$ cat src/rtl/ysyx_25030093_wbu_if.sv
// ysyx_25030093_wbu_if: execute-in, memory-response, regfile-write and commit signals of the writeback unit
interface ysyx_25030093_wbu_if #(
  parameter int ADDR_WIDTH = 5,
  parameter int DATA_WIDTH = 32
);
  logic                  in_valid;
  logic                  in_ready;
  logic [ADDR_WIDTH-1:0] in_rd;
  logic                  in_rd_wen;
  logic [DATA_WIDTH-1:0] in_alu_result;
  logic                  in_is_load;
  logic [2:0]            in_funct3;
  logic [1:0]            in_addr_lo;
  logic [DATA_WIDTH-1:0] in_pc;
  logic [DATA_WIDTH-1:0] in_next_pc;
  logic                  mem_rvalid;
  logic [DATA_WIDTH-1:0] mem_rdata;
  logic                  mem_rready;
  logic                  rf_wen;
  logic [ADDR_WIDTH-1:0] rf_waddr;
  logic [DATA_WIDTH-1:0] rf_wdata;
  logic                  commit_valid;
  logic [DATA_WIDTH-1:0] commit_pc;
  logic [DATA_WIDTH-1:0] commit_next_pc;
  modport slave (
    input  in_valid, in_rd, in_rd_wen, in_alu_result, in_is_load, in_funct3, in_addr_lo,
           in_pc, in_next_pc, mem_rvalid, mem_rdata,
    output in_ready, mem_rready, rf_wen, rf_waddr, rf_wdata, commit_valid, commit_pc, commit_next_pc
  );
  modport master (
    output in_valid, in_rd, in_rd_wen, in_alu_result, in_is_load, in_funct3, in_addr_lo,
           in_pc, in_next_pc, mem_rvalid, mem_rdata,
    input  in_ready, mem_rready, rf_wen, rf_waddr, rf_wdata, commit_valid, commit_pc, commit_next_pc
  );
endinterface

$ cat src/rtl/ysyx_25030093_wbu.sv
// ysyx_25030093_wbu: writeback unit, formats load data and retires one instruction per commit pulse
module ysyx_25030093_wbu #(
  parameter int ADDR_WIDTH = 5,
  parameter int DATA_WIDTH = 32
) (
  input logic clk,
  input logic rst,
  ysyx_25030093_wbu_if.slave bus
);
  typedef enum logic [1:0] {IDLE, WAIT_MEM, COMMIT} state_t;
  state_t                state_q, state_d;
  logic [ADDR_WIDTH-1:0] rd_q, rd_d;
  logic                  rd_wen_q, rd_wen_d;
  logic [DATA_WIDTH-1:0] result_q, result_d;
  logic [2:0]            funct3_q, funct3_d;
  logic [1:0]            addr_lo_q, addr_lo_d;
  logic [DATA_WIDTH-1:0] pc_q, pc_d;
  logic [DATA_WIDTH-1:0] next_pc_q, next_pc_d;
  logic [7:0]            b_sel;
  logic [15:0]           h_sel;
  logic [DATA_WIDTH-1:0] load_data;
  // select the addressed byte/halfword of the response and extend it by load type
  always_comb begin
    b_sel = bus.mem_rdata[{addr_lo_q, 3'b000} +: 8];
    h_sel = bus.mem_rdata[{addr_lo_q[1], 4'b0000} +: 16];
    load_data = funct3_q == 3'b000 ? {{(DATA_WIDTH-8){b_sel[7]}}, b_sel} :
                funct3_q == 3'b001 ? {{(DATA_WIDTH-16){h_sel[15]}}, h_sel} :
                funct3_q == 3'b100 ? {{(DATA_WIDTH-8){1'b0}}, b_sel} :
                funct3_q == 3'b101 ? {{(DATA_WIDTH-16){1'b0}}, h_sel} :
                bus.mem_rdata;
  end
  // next state: capture on accept, load result on memory response, return to idle after commit
  always_comb begin
    state_d = state_q;
    rd_d = rd_q;
    rd_wen_d = rd_wen_q;
    result_d = result_q;
    funct3_d = funct3_q;
    addr_lo_d = addr_lo_q;
    pc_d = pc_q;
    next_pc_d = next_pc_q;
    unique case (state_q)
      IDLE: if (bus.in_valid) begin
        rd_d = bus.in_rd;
        rd_wen_d = bus.in_rd_wen;
        result_d = bus.in_alu_result;
        funct3_d = bus.in_funct3;
        addr_lo_d = bus.in_addr_lo;
        pc_d = bus.in_pc;
        next_pc_d = bus.in_next_pc;
        state_d = bus.in_is_load ? WAIT_MEM : COMMIT;
      end
      WAIT_MEM: if (bus.mem_rvalid) begin
        result_d = load_data;
        state_d = COMMIT;
      end
      COMMIT: state_d = IDLE;
      default: state_d = IDLE;
    endcase
  end
  // state and captured-instruction registers
  always_ff @(posedge clk) begin
    if (rst) begin
      state_q <= IDLE;
      rd_q <= '0;
      rd_wen_q <= 1'b0;
      result_q <= '0;
      funct3_q <= '0;
      addr_lo_q <= '0;
      pc_q <= '0;
      next_pc_q <= '0;
    end else begin
      state_q <= state_d;
      rd_q <= rd_d;
      rd_wen_q <= rd_wen_d;
      result_q <= result_d;
      funct3_q <= funct3_d;
      addr_lo_q <= addr_lo_d;
      pc_q <= pc_d;
      next_pc_q <= next_pc_d;
    end
  end
  assign bus.in_ready = state_q == IDLE;
  assign bus.mem_rready = state_q == WAIT_MEM;
  assign bus.commit_valid = state_q == COMMIT;
  assign bus.rf_wen = state_q == COMMIT && rd_wen_q && rd_q != '0;
  assign bus.rf_waddr = rd_q;
  assign bus.rf_wdata = result_q;
  assign bus.commit_pc = pc_q;
  assign bus.commit_next_pc = next_pc_q;
endmodule
$ cat src/flat_wrapper.sv
// flat-port wrapper written by rule: the top's interface ports become plain ports
module ysyx_25030093_wbu_flat 
#(
  parameter int ADDR_WIDTH = 5,
  parameter int DATA_WIDTH = 32
)
  (clk, rst, bus_in_valid, bus_in_rd, bus_in_rd_wen, bus_in_alu_result, bus_in_is_load, bus_in_funct3, bus_in_addr_lo, bus_in_pc, bus_in_next_pc, bus_mem_rvalid, bus_mem_rdata, bus_in_ready, bus_mem_rready, bus_rf_wen, bus_rf_waddr, bus_rf_wdata, bus_commit_valid, bus_commit_pc, bus_commit_next_pc);
  ysyx_25030093_wbu_if #(.ADDR_WIDTH(ADDR_WIDTH), .DATA_WIDTH(DATA_WIDTH)) bus_i ();
  input logic clk;
  input logic rst;
  input wire logic [$bits(bus_i.in_valid)-1:0] bus_in_valid;
  input wire logic [$bits(bus_i.in_rd)-1:0] bus_in_rd;
  input wire logic [$bits(bus_i.in_rd_wen)-1:0] bus_in_rd_wen;
  input wire logic [$bits(bus_i.in_alu_result)-1:0] bus_in_alu_result;
  input wire logic [$bits(bus_i.in_is_load)-1:0] bus_in_is_load;
  input wire logic [$bits(bus_i.in_funct3)-1:0] bus_in_funct3;
  input wire logic [$bits(bus_i.in_addr_lo)-1:0] bus_in_addr_lo;
  input wire logic [$bits(bus_i.in_pc)-1:0] bus_in_pc;
  input wire logic [$bits(bus_i.in_next_pc)-1:0] bus_in_next_pc;
  input wire logic [$bits(bus_i.mem_rvalid)-1:0] bus_mem_rvalid;
  input wire logic [$bits(bus_i.mem_rdata)-1:0] bus_mem_rdata;
  output wire logic [$bits(bus_i.in_ready)-1:0] bus_in_ready;
  output wire logic [$bits(bus_i.mem_rready)-1:0] bus_mem_rready;
  output wire logic [$bits(bus_i.rf_wen)-1:0] bus_rf_wen;
  output wire logic [$bits(bus_i.rf_waddr)-1:0] bus_rf_waddr;
  output wire logic [$bits(bus_i.rf_wdata)-1:0] bus_rf_wdata;
  output wire logic [$bits(bus_i.commit_valid)-1:0] bus_commit_valid;
  output wire logic [$bits(bus_i.commit_pc)-1:0] bus_commit_pc;
  output wire logic [$bits(bus_i.commit_next_pc)-1:0] bus_commit_next_pc;
  assign bus_i.in_valid = bus_in_valid;
  assign bus_i.in_rd = bus_in_rd;
  assign bus_i.in_rd_wen = bus_in_rd_wen;
  assign bus_i.in_alu_result = bus_in_alu_result;
  assign bus_i.in_is_load = bus_in_is_load;
  assign bus_i.in_funct3 = bus_in_funct3;
  assign bus_i.in_addr_lo = bus_in_addr_lo;
  assign bus_i.in_pc = bus_in_pc;
  assign bus_i.in_next_pc = bus_in_next_pc;
  assign bus_i.mem_rvalid = bus_mem_rvalid;
  assign bus_i.mem_rdata = bus_mem_rdata;
  assign bus_in_ready = bus_i.in_ready;
  assign bus_mem_rready = bus_i.mem_rready;
  assign bus_rf_wen = bus_i.rf_wen;
  assign bus_rf_waddr = bus_i.rf_waddr;
  assign bus_rf_wdata = bus_i.rf_wdata;
  assign bus_commit_valid = bus_i.commit_valid;
  assign bus_commit_pc = bus_i.commit_pc;
  assign bus_commit_next_pc = bus_i.commit_next_pc;
  ysyx_25030093_wbu #(.ADDR_WIDTH(ADDR_WIDTH), .DATA_WIDTH(DATA_WIDTH)) u_core (.clk(clk), .rst(rst), .bus(bus_i));
endmodule
$ cat config.mk
export PLATFORM = sky130hd
export DESIGN_NAME = ysyx_25030093_wbu_flat
export DESIGN_NICKNAME = d
export VERILOG_FILES = /design/src/rtl/ysyx_25030093_wbu_if.sv /design/src/rtl/ysyx_25030093_wbu.sv /design/src/flat_wrapper.sv
export SDC_FILE = /design/constraint.sdc
export NUM_CORES = 1
export LEC_CHECK = 0
export CAP_MARGIN = 5
export CORE_UTILIZATION = 43
export CTS_BUF_LIST = sky130_fd_sc_hd__clkbuf_16
export CTS_CLUSTER_DIAMETER = 30
export DETAILED_ROUTE_END_ITERATION = 12
export PLACE_DENSITY = 0.84
export SYNTH_ARGS = -nofsm -noshare
export SYNTH_HDL_FRONTEND = slang
export SYNTH_SLANG_ARGS = --single-unit
$ cat constraint.sdc
create_clock -name clk -period 5.05 [get_ports clk]
set_input_delay 0.505 -clock clk [delete_from_list [all_inputs] [get_ports clk]]
set_output_delay 0.505 -clock clk [all_outputs]
set_load 0.02 [all_outputs]
==> flow_metrics.env, run 1 <==
export IMPL_grt_use_total_pct=27.8
export IMPL_via_count=5345
export IMPL_synth_edff_count=0
export IMPL_slowest_stage="clkdlybuf4s50_1"
export IMPL_post_cts_resized=0
export IMPL_critPathMaxFanout=45
export IMPL_syn_to_final_growth_pct=55.0
export IMPL_crit_buf_inv=2
export IMPL_slew_headroom_pct=28.8
export IMPL_die_area_um2=11900
export IMPL_hold_viol_final=0
export IMPL_grt_max_degree=113
export IMPL_numCtsBuffers=9
export IMPL_drv_slew=0
export IMPL_synthFlopType="dfxtp_1"
export IMPL_insertion_delay_ns=0.34
export IMPL_r2r_end="u_core.bus.commit_pc[15]"
export IMPL_yosysSeqAreaShare_pct=44.2
export IMPL_fmaxAchievable_mhz=337
export IMPL_port_buffer_count=248
export IMPL_grt_pass1_wl_um=25600
export IMPL_core_area_um2=11000
export IMPL_clkTransAtPathRegs_ns=0.07
export IMPL_grt_pass1_vias=5224
export IMPL_path_class="flip-flop to output pin"
export IMPL_root_buffer="clkbuf_16"
export IMPL_die_h_um=109
export IMPL_synth_seq_cells=109
export IMPL_synth_area_per_cell_um2=7.74
export IMPL_synthesis_area_um2=4940
export IMPL_pre_cts_slack_ns=2.27
export IMPL_setup_violations=0
export IMPL_worst_pin_slew_ns=1.07
export IMPL_holdPathEnd="u_core.bus.commit_next_pc[24]"
export IMPL_arrival_ns=2.46
export IMPL_period_minus_slack_ns=2.96
export IMPL_drv_cap=0
export IMPL_startpoint="u_core.state_q[0]"
export IMPL_drcViolationCount=0
export IMPL_r2r_slack_ns=2.77
export IMPL_leakage_uw=0.00272
export IMPL_rsz0062_at_grt="false"
export IMPL_n_antenna_cell=0
export IMPL_hold_class="flip-flop to flip-flop"
export IMPL_reg2reg_depth=5
export IMPL_antenna_found_initial=0
export IMPL_worst_slack_ns=2.09
export IMPL_wirelength_um=16400
export IMPL_slowest_delay_ns=0.73
export IMPL_drt_pass1_iter_count=7
export IMPL_status="finished, final reports clean"
export IMPL_cts_max_level=3
export IMPL_vias_per_cell=5.40
export IMPL_route_antenna_remaining_nets=0
export IMPL_synthCells=638
export IMPL_fillCellCount=890
export IMPL_synthesis_nets=782
export IMPL_synth_cell_types=46
export IMPL_cts_sinks=109
export IMPL_cts_tree="done"
export IMPL_setup_tns_ns=0
export IMPL_max_vdd_ir_drop_v=0.000173
export IMPL_ios=249
export IMPL_p_per_area_nw_per_um2=291
export IMPL_required_ns=4.55
export IMPL_clock_path_buffers=2
export IMPL_rows=38
export IMPL_rr_startpoint="u_core.state_q[0]"
export IMPL_drive_gt1_share_pct=3.65
export IMPL_place_congestion=0.890
export IMPL_finClkSkew_ns=0.00562
export IMPL_grt_ovfl_total=0
export IMPL_timing_final_crit_share_pct=58.7
export IMPL_dp_hpwl_um=12100
export IMPL_async_reset_ff_share_pct=0
export IMPL_ctsHoldBuffers=0
export IMPL_start_util_pct=44.8
export IMPL_crit_path_cell_trace="nand2b_1, inv_2, clkdlybuf4s50_1"
export IMPL_cp_top_family="buffers and inverters"
export IMPL_drtIter0Drc=379
export IMPL_nNetsFinal=988
export IMPL_whs_path_depth=2
export IMPL_cp_start_kind="flip-flop"
export IMPL_critPathCaptureType="output pin"
export IMPL_yosys_warnings=0
export IMPL_hp_start="u_core.bus.commit_next_pc[24]"
export IMPL_die_width_um=109
export IMPL_routedWlPerCell_um=16.6
export IMPL_cts_setup_buffers=0
synth_stat cells (4+ instances only):
cell	count	area, um2
buf_1	6	22.5
dfxtp_1	109	2180
nand3b_1	11	82.6
and2_1	4	25.0
o211ai_1	7	52.6
nand2_1	198	743
nand2b_1	5	31.3
o21ai_0	22	110
a31oi_1	16	100
or4_1	5	37.5
nand3_1	5	25.0
nor2b_1	6	37.5
nor3_1	4	20.0
buf_2	17	85.1
a32oi_1	6	52.6
clkbuf_1	29	109
a2111o_1	6	67.6
o2bb2ai_1	16	140
a221oi_1	4	35.0
nor2_1	23	86.3
a21oi_1	82	410
or3_1	8	50.1
mux2_2	4	45.0
a211oi_1	7	52.6
cell families after synthesis:
group	after synthesis	synth area share, %
compound gates	182	23.7
buf+inv	59	5.52
flops	109	44.2
mux	7	1.52
simple gates	281	25.0
where the power goes:
part,internal [uW],switching [uW]
clock network,383,321
logic,274,279
registers,925,43.9
total,1580,644
flip-flops by register name (all words and copies together) (netlist names):
name / flops
u_core.bus.commit_next_pc: 32
u_core.bus.commit_pc: 32
u_core.bus.rf_wdata: 32
u_core.bus.rf_waddr: 5
u_core.funct3_q: 3
u_core.addr_lo_q: 2
u_core.state_q: 2
u_core.rd_wen_q: 1
worst min-delay path, cell delays in order (launching register included):
cell     delay (ns)
dfxtp_1        0.31
nand2_1        0.05
a21oi_1        0.05
metal layers:
| layer | GRT usage [%] | part of all wire (%) | vias up |
|---|---|---|---|
| met4 | 14.5 | 3.9 | 0 |
| met1 | 31.4 | 39 | 2438 |
| li1 | - | - | 2633 |
| met3 | 8.43 | 9.4 | 40 |
| met2 | 47.0 | 48 | 234 |
| met5 | 0 | 0 | - |
worst max-delay path by stage:
stage,to,depth (start not counted)
2_1_floorplan,bus_rf_wen,4
3_3_place_gp,u_core.bus.commit_pc[21],6
3_5_place_dp,u_core.bus.rf_waddr[3],6
4_1_cts,bus_mem_rready,3
5_1_grt,bus_mem_rready,3
6_report,bus_mem_rready,3
cell usage in the layout (no fill, tap or decap), types with 7 or more instances in the layout:
| cell | n |
|---|---|
| a211oi_1 | 7 |
| a21oi_1 | 82 |
| nor2_1 | 22 |
| o2bb2ai_1 | 16 |
| clkdlybuf4s50_1 | 247 |
| nand3b_1 | 11 |
| o21ai_0 | 22 |
| dfxtp_1 | 109 |
| nand2_1 | 198 |
| a31oi_1 | 16 |
| or3_1 | 8 |
| clkbuf_16 | 9 |
| o211ai_1 | 7 |
metrics by stage:
step	instance area (um2)	util (%)	total power, uW	hold slack (ns)	cells
3_3_place_gp	7360	66.8	1520	0.441	973
6_report	7650	69.4	2230	0.456	989
3_5_place_dp	7360	66.8	1540	0.448	973
5_1_grt	7650	69.4	2320	0.477	989
4_1_cts	7650	69.4	2230	0.457	989
2_1_floorplan	4940	-	1250	0.437	638
cell type report:
type / count / area, um2 / share of cell area, %
well taps: 140 / 175 / 2.29
flip-flops and latches: 109 / 2180 / 28.5
clock buffers: 9 / 225 / 2.94
multi-input cells: 470 / 2490 / 32.5
clock inverters: 7 / 65.1 / 0.850
repair buffers: 252 / 2510 / 32.8
inverters: 2 / 7.51 / 0.0981
Note: power is estimated with default switching activity, not from simulation.
==> inputs of run 2 (changes only) <==
Settings changed: CORE_UTILIZATION 43 to 36, PLACE_DENSITY 0.84 to 0.75.
Clock period 5.05 ns to 2.7 ns, I/O delays scaled along.
==> run 2 against run 1 <==
Sequential power increased by 87%. Critical path depth increased by 1. Non-clock buffer count increased by 11. Utilization decreased by 11 points. Clock-buffer cell count unchanged. Wire length increased by 0.60%. Register-to-register slack got worse by 2.2 ns.
==> flow_metrics.env, run 2 (same netlist as run 1, synthesis figures left out) <==
export IMPL_n_antenna_cell=0
export IMPL_grt_ovfl_total=0
export IMPL_setup_violations=0
export IMPL_reg2reg_depth=4
export IMPL_final_cell_mix="clkdlybuf4s50_1, nand2_1, dfxtp_1"
export IMPL_insertion_delay_ns=0.35
export IMPL_pwr_share_seq_pct=42.5
export IMPL_routedWlPerCell_um=15.9
export IMPL_wirelength_um=16500
export IMPL_ctsHoldBuffers=0
export IMPL_startpoint="u_core.state_q[1]"
export IMPL_cp_start_kind="flip-flop"
export IMPL_root_buffer="clkbuf_16"
export IMPL_period_minus_slack_ns=2.24
export IMPL_dp_hpwl_um=11600
export IMPL_worst_pin_slew_ns=0.781
export IMPL_dp_cells=1020
export IMPL_hp_start="rst"
export IMPL_clock_path_buffers=2
export IMPL_via_count=5343
export IMPL_drv_cap=0
export IMPL_nNetsFinal=999
export IMPL_antenna_found_initial=0
export IMPL_drive_gt1_share_pct=5.23
export IMPL_p_per_area_nw_per_um2=545
export IMPL_hold_viol_final=0
export IMPL_grt_pass1_wl_um=26000
export IMPL_core_area_um2=13300
export IMPL_timing_final_crit_share_pct=82.8
export IMPL_die_h_um=119
export IMPL_whs_path_depth=2
export IMPL_drtIter0Drc=363
export IMPL_start_util_pct=37.1
export IMPL_die_width_um=119
export IMPL_port_buffer_count=248
export IMPL_stdcell_count=1036
export IMPL_final_util_pct=58.8
export IMPL_cts_setup_buffers=0
export IMPL_clkTransAtPathRegs_ns=0.08
export IMPL_p_sw_share_pct=29.7
export IMPL_final_common_cell="clkdlybuf4s50_1"
export IMPL_combPwrFrac_pct=24.9
export IMPL_grt_use_total_pct=23.2
export IMPL_post_cts_resized=0
export IMPL_grt_max_degree=77
export IMPL_fmaxAchievable_mhz=447
export IMPL_critPathMaxFanout=12
export IMPL_drt_pass1_iter_count=5
export IMPL_status="finished, final reports clean"
export IMPL_internal_power_uw=2990
export IMPL_cts_tree="done"
export IMPL_p_sw_uw=1260
export IMPL_syn_to_final_growth_pct=58.3
export IMPL_p_total_uw=4260
export IMPL_die_area_um2=14200
export IMPL_cts_sinks=109
export IMPL_hold_class="input port to flip-flop"
export IMPL_required_ns=2.43
export IMPL_route_antenna_remaining_nets=0
export IMPL_leakage_uw=0.00278
export IMPL_path_class="flip-flop to output pin"
export IMPL_rows=42
export IMPL_r2r_slack_ns=0.55
export IMPL_numCtsBuffers=9
export IMPL_vias_per_cell=5.16
export IMPL_drcViolationCount=0
export IMPL_setup_tns_ns=0
export IMPL_rr_startpoint="u_core.addr_lo_q[1]"
export IMPL_slew_headroom_pct=47.9
export IMPL_finClkSkew_ns=0.00618
export IMPL_critPathCaptureType="output pin"
export IMPL_max_vdd_ir_drop_v=0.000330
export IMPL_place_congestion=0.845
export IMPL_cts_max_level=3
export IMPL_p_clk_share_pct=32.6
export IMPL_ios=249
export IMPL_arrival_ns=1.97
export IMPL_grt_pass1_vias=5092
export IMPL_drv_slew=0
export IMPL_rsz0062_at_grt="false"
==> run 2: area by class of cell <==
type                    instances  area (um2)
clock inverters                 7        86.3
fillers                      1228        5480
repair buffers                263        2610
inverters                       2        7.51
multi-input cells             470        2490
well taps                     176         220
flip-flops and latches        109        2180
clock buffers                   9         225
==> run 2: power by group through the flow <==
stage,Combinational (uW),Sequential (uW),Clock (uW)
floorplan,383,1960,0
global placement,1050,1840,0
detailed placement,1060,1840,0
CTS,1060,1810,1410
global route,1140,1820,1470
finish,1060,1810,1390
==> run 2: metrics by stage <==
stage / instance area, um2 / setup WS [ns] / hold WS [ns]
floorplan: 4940 / 1.03 / 0.406
global placement: 7500 / 0.592 / 0.440
detailed placement: 7500 / 0.565 / 0.446
CTS: 7820 / 0.444 / 0.388
global route: 7820 / 0.354 / 0.438
finish: 7820 / 0.464 / 0.408
==> run 2: path summary, 6_finish.rpt <==
kind                               to
max                        bus_rf_wen
min                 u_core.state_q[0]
max reg2reg   u_core.bus.rf_wdata[15]
min reg2reg  u_core.bus.commit_pc[30]
==> run 2: critical path: stages, from the launching register on <==
cell	delay [ns]
dfxtp_1	0.55
nor2b_1	0.23
nand2_1	0.08
a21oi_1	0.12
clkdlybuf4s50_1	0.64
==> run 2: metal layers <==
metal / wire length (um) / vias up / share of wire (%) / GRT usage [%]
met5: 0 / - / 0 / 0
met4: 470 / 0 / 2.8 / 10.5
met3: 1490 / 35 / 9.1 / 6.80
met2: 7420 / 224 / 45 / 36.4
met1: 7120 / 2428 / 43 / 29.3
li1: - / 2656 / - / -
==> inputs of run 3 (changes only) <==
Settings changed: CORE_UTILIZATION 36 to 40, PLACE_DENSITY 0.75 to 0.79.
Clock period 2.7 ns to 2.11 ns, I/O delays scaled along.
==> run 3 against run 2 <==
Total power rose by 26%. Cell count fell by 1.6%. Utilization rose by 6.7 points. Hold slack got worse by 0.066 ns. Cell area rose by 0.62%. Critical endpoint is now bus_mem_rready. Flip-flop and latch count did not move. Non-clock buffer count rose by 12. Via count rose by 3.4%.
==> flow_metrics.env, run 3 (same netlist as run 1, synthesis figures left out) <==
export IMPL_status="finished, final reports clean"
export IMPL_slew_headroom_pct=58.2
export IMPL_die_h_um=113
export IMPL_via_count=5522
export IMPL_place_congestion=0.945
export IMPL_clkTransAtPathRegs_ns=0.07
export IMPL_routedWlPerCell_um=16.4
export IMPL_grt_pass1_vias=5322
export IMPL_whs_ns=0.342
export IMPL_drtIter0Drc=462
export IMPL_arrival_ns=1.81
export IMPL_hold_class="input port to flip-flop"
export IMPL_dp_cells=1003
export IMPL_post_cts_resized=0
export IMPL_die_width_um=113
export IMPL_cts_max_level=3
export IMPL_stdcell_count=1019
export IMPL_period_minus_slack_ns=2.02
export IMPL_required_ns=1.90
export IMPL_root_buffer="clkbuf_16"
export IMPL_ctsHoldBuffers=0
export IMPL_vias_per_cell=5.42
export IMPL_cp_start_kind="flip-flop"
export IMPL_r2r_slack_ns=0.25
export IMPL_grt_ovfl_total=0
export IMPL_dp_hpwl_um=12300
export IMPL_core_area_um2=12000
export IMPL_crit_path_cell_trace="buf_4, nand2b_1, inv_2, clkdlybuf4s50_1"
export IMPL_grt_max_degree=76
export IMPL_cts_setup_buffers=0
export IMPL_numCtsBuffers=9
export IMPL_drv_cap=0
export IMPL_slowest_delay_ns=0.65
export IMPL_port_buffer_count=248
export IMPL_drcViolationCount=0
export IMPL_grt_use_total_pct=25.9
export IMPL_hold_viol_final=0
export IMPL_path_class="flip-flop to output pin"
export IMPL_rsz0062_at_grt="false"
export IMPL_antenna_found_initial=0
export IMPL_clock_path_buffers=2
export IMPL_drv_slew=0
export IMPL_route_antenna_remaining_nets=0
export IMPL_drive_gt1_share_pct=6.42
export IMPL_critPathCaptureType="output pin"
export IMPL_pre_cts_slack_ns=0.140
export IMPL_rows=40
export IMPL_worst_slack_ns=0.0876
export IMPL_final_common_cell="clkdlybuf4s50_1"
export IMPL_syn_to_final_growth_pct=59.3
export IMPL_drt_pass1_iter_count=5
export IMPL_nNetsFinal=1011
export IMPL_die_area_um2=12800
export IMPL_critPathMaxFanout=10
export IMPL_setup_tns_ns=0
export IMPL_worst_pin_slew_ns=0.625
export IMPL_setup_violations=0
export IMPL_insertion_delay_ns=0.35
export IMPL_timing_final_crit_share_pct=95.8
export IMPL_n_antenna_cell=0
export IMPL_grt_pass1_wl_um=26200
export IMPL_fmaxAchievable_mhz=494
export IMPL_leakage_uw=0.00287
export IMPL_ios=249
export IMPL_cts_tree="done"
export IMPL_slowest_stage="clkdlybuf4s50_1"
export IMPL_start_util_pct=41.1
export IMPL_cts_sinks=109
export IMPL_wirelength_um=16700
export IMPL_p_per_area_nw_per_um2=684
export IMPL_final_cell_mix="clkdlybuf4s50_1, nand2_1, dfxtp_1"
export IMPL_finClkSkew_ns=0.00538
export IMPL_fillCellCount=994
export IMPL_max_vdd_ir_drop_v=0.000486
## run 3: changes by cell type in the layout (fill, tap and decap cells not counted), sizes merged
cell and change:
clkdlybuf4s50 -1, dlymetal6s2s +1, clkinvlp -2, clkinv +2
buf +12
## run 3: area by class of cell
class                   count  area, um2  area share (%)
well taps                 147        184            2.34
multi-input cells         470       2490            31.7
flip-flops and latches    109       2180            27.7
inverters                   2       7.51          0.0955
clock buffers               9        225            2.86
repair buffers            275       2710            34.5
clock inverters             7       63.8           0.811
## run 3: through the flow
| step | total power (uW) | cell area [um2] | utilization [%] |
|---|---|---|---|
| floorplan | 3000 | 4940 | - |
| global placement | 3710 | 7570 | 63.0 |
| detailed placement | 3740 | 7570 | 63.0 |
| CTS | 5420 | 7860 | 65.4 |
| global route | 5620 | 7870 | 65.5 |
| finish | 5380 | 7870 | 65.5 |
## run 3: path summary, 6_finish.rpt
check	to	cells past startpoint	startpoint
hold reg to reg	u_core.bus.commit_pc[22]	2	u_core.bus.commit_pc[22]
setup / recovery	bus_mem_rready	4	u_core.state_q[0]
hold / removal	u_core.state_q[0]	2	rst
setup reg to reg	u_core.bus.rf_wdata[15]	4	u_core.funct3_q[1]
## run 3: critical path, delay by kind of cell (launching register included)
family / cells / cell delay (ns)
flops: 1 / 0.36
simple gates: 1 / 0.09
buf+inv: 3 / 1.01
## run 3: report_power, final
group          leakage (uW)  internal, uW  switching [uW]
registers          0.000897          2210            96.4
logic               0.00183           700             694
clock network      0.000141           913             760
total               0.00287          3830            1550
## run 3: routing by layer
metal / vias up / track usage [%] / part of all wire (%)
li1: 2681 / - / -
met1: 2523 / 31.2 / 40
met2: 276 / 41.7 / 46
met3: 42 / 7.55 / 9.5
met4: 0 / 13.8 / 3.7
met5: - / 0 / 0
